## config.mk

```make
export PLATFORM = sky130hd
export DESIGN_NAME = mgt_data
export DESIGN_NICKNAME = d
export VERILOG_FILES = /design/src/rtl/mgt_data.sv
export SDC_FILE = /design/constraint.sdc
export NUM_CORES = 1
export LEC_CHECK = 0
export BUFFER_PORTS_ARGS = -buffer_cell sky130_fd_sc_hd__buf_2
export CAP_MARGIN = 20
export CORE_MARGIN = 10
export CORE_UTILIZATION = 45
export CTS_CLUSTER_DIAMETER = 40
export DETAILED_ROUTE_END_ITERATION = 10
export GPL_ROUTABILITY_DRIVEN = 1
export MAX_ROUTING_LAYER = met4
export PLACE_DENSITY_LB_ADDON = 0.1
export SYNTH_ARGS = -nofsm -noshare
export SYNTH_HDL_FRONTEND = slang
export SYNTH_SLANG_ARGS = --single-unit
```

## constraint.sdc

```tcl
create_clock -name clk_160 -period 1.6 [get_ports clk_160]
set_input_delay 0.08 -clock clk_160 [delete_from_list [all_inputs] [get_ports clk_160]]
set_output_delay 0.08 -clock clk_160 [all_outputs]
set_load 0.01 [all_outputs]
```

## src/rtl/mgt_data.sv

```systemverilog
// mgt_data - trigger-link framer for two 8b/10b MGT lanes (a, b).
//
// Each 40 MHz bunch crossing spans four clk_160 cycles. Every BX, each lane's
// 56-bit cluster word is sent as four 16-bit words. Word 0 carries a K-char
// frame marker (TTC / overflow status) in its first byte.
// The phase counter, active flag, frame register and output registers are
// held in three copies. Outputs and internal feedback use the 2-of-3 vote.
//
// Ports:
//   clk_160          in   160 MHz clock (single domain)
//   reset            in   synchronous active-high reset
//   gem_data         in   [55:0] lane a, [111:56] lane b
//   overflow_i       in   more than 8 clusters this BX
//   bxn_counter_lsbs in   BX counter LSBs (no functional effect)
//   bc0_i, resync_i  in   TTC flags
//   ready            in   MGT startup done; 0 forces idle
//   trg_tx_data_a/b  out  TXDATA per lane, byte [7:0] sent first
//   trg_tx_isk_a/b   out  TXCHARISK per lane, bit 0 qualifies byte [7:0]
module mgt_data #(
  parameter bit ALLOW_TTC_CHARS = 1'b1,
  parameter bit FRAME_CTRL_TTC  = 1'b1
) (
  input  logic         clk_160,
  input  logic         reset,
  input  logic [111:0] gem_data,
  input  logic         overflow_i,
  input  logic [1:0]   bxn_counter_lsbs,
  input  logic         bc0_i,
  input  logic         resync_i,
  input  logic         ready,
  output logic [15:0]  trg_tx_data_a,
  output logic [15:0]  trg_tx_data_b,
  output logic [1:0]   trg_tx_isk_a,
  output logic [1:0]   trg_tx_isk_b
);

  localparam logic [15:0] IDLE_WORD = 16'h50BC;  // K28.5 + D16.2
  localparam logic [1:0]  IDLE_ISK  = 2'b01;
  localparam bit TTC_A = ALLOW_TTC_CHARS;
  localparam bit TTC_B = ALLOW_TTC_CHARS && FRAME_CTRL_TTC;

  function automatic logic [7:0] frame_ctrl(input logic ttc, input logic bc0,
                                            input logic rsync, input logic ovf);
    if (ttc && rsync)    return 8'h3C;  // K28.1
    else if (ttc && bc0) return 8'h1C;  // K28.0
    else if (ovf)        return 8'h5C;  // K28.2
    else                 return 8'hBC;  // K28.5
  endfunction

  logic w_unused_bxn;
  assign w_unused_bxn = ^bxn_counter_lsbs;

  // Voted state
  logic [1:0]  w_phase;
  logic        w_active;
  logic [47:0] w_frame_a, w_frame_b;

  // Next-state, computed once from the voted state and fed to all copies
  logic [15:0] w_nxt_a, w_nxt_b;
  logic [1:0]  w_nxt_ka, w_nxt_kb;
  logic        w_nxt_active;
  logic [7:0]  w_ctrl_a, w_ctrl_b;

  assign w_ctrl_a = frame_ctrl(TTC_A, bc0_i, resync_i, overflow_i);
  assign w_ctrl_b = frame_ctrl(TTC_B, bc0_i, resync_i, overflow_i);

  // r_active marks that a full frame was started while ready was high; it
  // keeps a late ready rise from producing a partial frame.
  always_comb begin
    w_nxt_a      = IDLE_WORD;
    w_nxt_b      = IDLE_WORD;
    w_nxt_ka     = IDLE_ISK;
    w_nxt_kb     = IDLE_ISK;
    w_nxt_active = w_active;
    if (!ready) begin
      w_nxt_active = 1'b0;
    end else if (w_phase == 2'd0) begin
      w_nxt_a      = {gem_data[7:0], w_ctrl_a};
      w_nxt_b      = {gem_data[63:56], w_ctrl_b};
      w_nxt_active = 1'b1;
    end else if (w_active) begin
      w_nxt_ka = 2'b00;
      w_nxt_kb = 2'b00;
      case (w_phase)
        2'd1: begin
          w_nxt_a = w_frame_a[15:0];
          w_nxt_b = w_frame_b[15:0];
        end
        2'd2: begin
          w_nxt_a = w_frame_a[31:16];
          w_nxt_b = w_frame_b[31:16];
        end
        default: begin
          w_nxt_a = w_frame_a[47:32];
          w_nxt_b = w_frame_b[47:32];
        end
      endcase
    end
  end

  for (genvar i = 0; i < 3; i++) begin : g_tmr
    logic [1:0]  r_phase;
    logic        r_active;
    logic [47:0] r_frame_a, r_frame_b;  // g[55:8] of each lane
    logic [15:0] r_out_a, r_out_b;
    logic [1:0]  r_isk_a, r_isk_b;

    always_ff @(posedge clk_160) begin
      if (reset) begin
        r_phase   <= 2'd0;
        r_active  <= 1'b0;
        r_frame_a <= '0;
        r_frame_b <= '0;
        r_out_a   <= IDLE_WORD;
        r_out_b   <= IDLE_WORD;
        r_isk_a   <= IDLE_ISK;
        r_isk_b   <= IDLE_ISK;
      end else begin
        // Increment the voted count so an upset copy heals on the next edge
        r_phase  <= w_phase + 2'd1;
        r_active <= w_nxt_active;
        if (w_phase == 2'd0) begin
          r_frame_a <= gem_data[55:8];
          r_frame_b <= gem_data[111:64];
        end
        r_out_a <= w_nxt_a;
        r_out_b <= w_nxt_b;
        r_isk_a <= w_nxt_ka;
        r_isk_b <= w_nxt_kb;
      end
    end
  end

  // Bitwise 2-of-3 majority
  assign w_phase   = (g_tmr[0].r_phase & g_tmr[1].r_phase) | (g_tmr[0].r_phase & g_tmr[2].r_phase)
                   | (g_tmr[1].r_phase & g_tmr[2].r_phase);
  assign w_active  = (g_tmr[0].r_active & g_tmr[1].r_active) | (g_tmr[0].r_active & g_tmr[2].r_active)
                   | (g_tmr[1].r_active & g_tmr[2].r_active);
  assign w_frame_a = (g_tmr[0].r_frame_a & g_tmr[1].r_frame_a) | (g_tmr[0].r_frame_a & g_tmr[2].r_frame_a)
                   | (g_tmr[1].r_frame_a & g_tmr[2].r_frame_a);
  assign w_frame_b = (g_tmr[0].r_frame_b & g_tmr[1].r_frame_b) | (g_tmr[0].r_frame_b & g_tmr[2].r_frame_b)
                   | (g_tmr[1].r_frame_b & g_tmr[2].r_frame_b);

  assign trg_tx_data_a = (g_tmr[0].r_out_a & g_tmr[1].r_out_a) | (g_tmr[0].r_out_a & g_tmr[2].r_out_a)
                       | (g_tmr[1].r_out_a & g_tmr[2].r_out_a);
  assign trg_tx_data_b = (g_tmr[0].r_out_b & g_tmr[1].r_out_b) | (g_tmr[0].r_out_b & g_tmr[2].r_out_b)
                       | (g_tmr[1].r_out_b & g_tmr[2].r_out_b);
  assign trg_tx_isk_a  = (g_tmr[0].r_isk_a & g_tmr[1].r_isk_a) | (g_tmr[0].r_isk_a & g_tmr[2].r_isk_a)
                       | (g_tmr[1].r_isk_a & g_tmr[2].r_isk_a);
  assign trg_tx_isk_b  = (g_tmr[0].r_isk_b & g_tmr[1].r_isk_b) | (g_tmr[0].r_isk_b & g_tmr[2].r_isk_b)
                       | (g_tmr[1].r_isk_b & g_tmr[2].r_isk_b);

endmodule

```

==> metrics.md <==
| Metric | Value |
|---|---|
| Status | `finished clean` |
| Effective utilization at floorplan | `0.464` |
| Core Footprint | `10900 sq um` |
| Final setup fails | `0` |
| Synthesized area | `5080 sq um` |
| Buffer type at the clock tree root | `clkbuf_16` |
| Critical Path Sink Type | `register` |
| Worst skew pair latency | `0.41 ns` |
| First-pass GRT wire length | `25600 microns` |
| Die footprint | `15900 sq um` |
| Design Power | `8.68 mW` |
| Buffers on Ports | `151` |
| Top layer used by detailed routing | `met4` |
| Routed len/inst | `17.6 microns` |
| Dominant cells by area after synthesis | `dfxtp_1 (52%), mux2i_1 (19%), nor2_1 (9.4%)` |
| Clk slew on worst S/H paths | `0.06 ns` |
| Crit path max fanout | `7` |
| Drt first pass iters | `6` |
| Post-route ant nets | `0` |
| Synth Warn # | `0` |
| Power per cell area | `1100 nW/um^2` |
| Final setup TNS | `0 ns` |
| R2R depth | `5` |
| Synth area leader | `dfxtp_1` |
| Synth async-reset ratio | `0` |
| Core Util, Final | `0.719` |
| Top-count cell post-synth | `dfxtp_1` |
| DR WL met3 | `813 microns` |
| Chip height | `126 microns` |
| Min-delay src | `ready` |
| Leakage | `3.71 nW` |
| Post-synthesis register bit count | `132` |
| CP arrival | `1.85 ns` |
| Fin area | `7870 sq um` |
| Synthesis-to-layout area growth | `54.9%` |
| R2r endpoint | `g_tmr[2].r_out_a[8]` |
| Nets | `892` |
| Crit Path Category | `reg2reg` |
| Total CTS buffers | `17` |
| Overflow left after global routing | `0` |
| Gpl congestion | `0.822` |
| Skew final | `0.00562 ns` |
| Tmin final | `1.54 ns` |
| Hold crit path type | `in2reg` |
| Avg Cell Area, Syn | `10.2 sq um` |
| Die X-Extent | `126 microns` |
| Final Cycle Share | `0.962` |
| Detail Placement HPWL | `10100 microns` |
| Hold Violations, Final | `0` |
| Flop2flop setup slack | `0.06 ns` |
| Worst setup SP type | `register` |
| Global-route usage over all layers | `0.204` |
| # clock sinks | `132` |
| H-Tree Depth | `4` |
| CTS Buffer Depth | `2` |
| Largest net degree at the start of global routing | `99` |
| DR DRC count | `0` |
| Post-Syn Instances | `499` |
| Wl on met1 | `7070 microns` |
| CTS tree | `done` |
| Crit path capture | `g_tmr[2].r_out_a[8]` |
| Area post-placement | `6070 sq um` |
| I/O pin count | `156` |
| Post-synth top area share | `0.520` |
| Met2 wire len | `8060 microns` |
| Post-synth EDFFs | `0` |
| Num rows | `38` |
| Count of different cell masters after synthesis | `29` |
| Fill cell count | `840` |
| Data required time of the worst path | `1.91 ns` |
| Initial antenna violation count | `3` |
| Post-synthesis sequential area ratio | `0.520` |
| Vias | `4587` |
| Critical Path Source | `g_tmr[2].r_phase[0]` |
| Post-synth top flop | `dfxtp_1` |
| Slew Limit Fails | `0` |
| Post-DR vias/cell | `4.97` |
| DRT iter0 DRCs | `312` |
| Vias in the first global route | `4918` |
| Worst R2R Start | `g_tmr[2].r_phase[0]` |
| Synth cell count leaders | `dfxtp_1 (132), nor2_1 (127), mux2i_1 (96)` |
| Max Fclk | `0.649 GHz` |
| VDD IR max | `763 uV` |
| Layout cell share with drive strength beyond 1 | `0.296` |
| WL final | `16200 microns` |
| Max-Cap Viols | `0` |
==> cell usage in the layout (no fill, tap or decap), types with 10 or more instances in the layout <==
cell,Yosys,final
mux2i_1,96,96
dfxtp_1,132,131
nor2_1,127,127
o32ai_2,8,10
clkbuf_16,0,17
inv_1,16,16
buf_4,3,19
dlygate4sd3_1,0,112
buf_2,13,150
a221oi_1,28,22
==> cells by family (layout without fill, tap and decap cells) <==
kind of cell / after synthesis / count (layout) / synth area share
and+or+nand+nor: 142 / 142 / 0.115
AOI/OAI and AO/OA: 67 / 67 / 0.116
muxes: 96 / 96 / 0.189
adders and majority gates: 3 / 3 / 0.00739
buffers and inverters: 58 / 338 / 0.0513
DFF: 132 / 132 / 0.520
other: 1 / 5 / 0.000739
==> routing by layer <==
layer / GRT usage / vias up
met3: 0.0436 / 20
met5: - / -
met1: 0.247 / 2142
met2: 0.329 / 142
li1: - / 2283
met4: 0.0730 / 0
==> how the worst min path moves through the flow <==
| stage | to | slack, ns | cells after the start |
|---|---|---|---|
| 3_5_place_dp | g_tmr[2].r_out_a[12] | 0.31 | 2 |
| 5_1_grt | g_tmr[2].r_out_b[5] | 0.05 | 4 |
| 2_1_floorplan | g_tmr[2].r_out_a[15] | 0.22 | 2 |
| 6_report | g_tmr[2].r_out_b[5] | 0.02 | 4 |
| 4_1_cts | g_tmr[2].r_out_b[5] | 0.008 | 4 |
| 3_3_place_gp | g_tmr[2].r_out_a[13] | 0.31 | 3 |
==> layout make-up <==
class,instances,area [sq um],share of cell area
clock buffers,19,443,0.0563
multi-input cells,310,2250,0.286
well taps,140,175,0.0223
repair inverters,2,17.5,0.00223
diodes,3,7.51,0.000955
repair buffers,289,2170,0.276
clock inverters,11,65.1,0.00827
inverters,17,90.1,0.0115
flip-flops and latches,132,2640,0.336
==> per-stage QoR <==
stage / hold WS (ns) / setup slack (ns) / cells
floorplan: 0.216 / 0.0413 / 500
global placement: 0.309 / 0.0680 / 770
detailed placement: 0.313 / -0.000663 / 770
CTS: 0.00823 / 0.0248 / 912
global route: 0.0507 / -0.0149 / 923
finish: 0.0192 / 0.0602 / 923
==> worst max-delay path, cell delays in order (launching register included) <==
cell	delay (ns)
dfxtp_2	0.34
inv_1	0.08
ha_4	0.21
nor3b_4	0.30
bufinv_16	0.23
o32ai_2	0.28
==> report_power, final <==
group	internal, mW	switching (mW)	total [mW]
clock network	1.97	1.39	3.36
registers	3.54	0.134	3.67
logic	0.856	0.792	1.65
==> flip-flops by register name (all words and copies together), names as in the netlist <==
name,cells
g_tmr.r_out_b,16
g_tmr.r_active,1
g_tmr.r_frame_a,48
g_tmr.r_phase,2
g_tmr.r_isk_b,1
g_tmr.r_out_a,16
g_tmr.r_frame_b,48
==> repair_timing <==
action                     in CTS  in global routing
hold endpoints to repair      112                  0
hold buffers                  112                  0
setup endpoints to repair       4                 18
resized for setup               2                 14
buffers inserted                0                  6
pin swaps                       0                  2
cloned                          0                  2
Note: power is estimated with default switching activity, not from simulation.
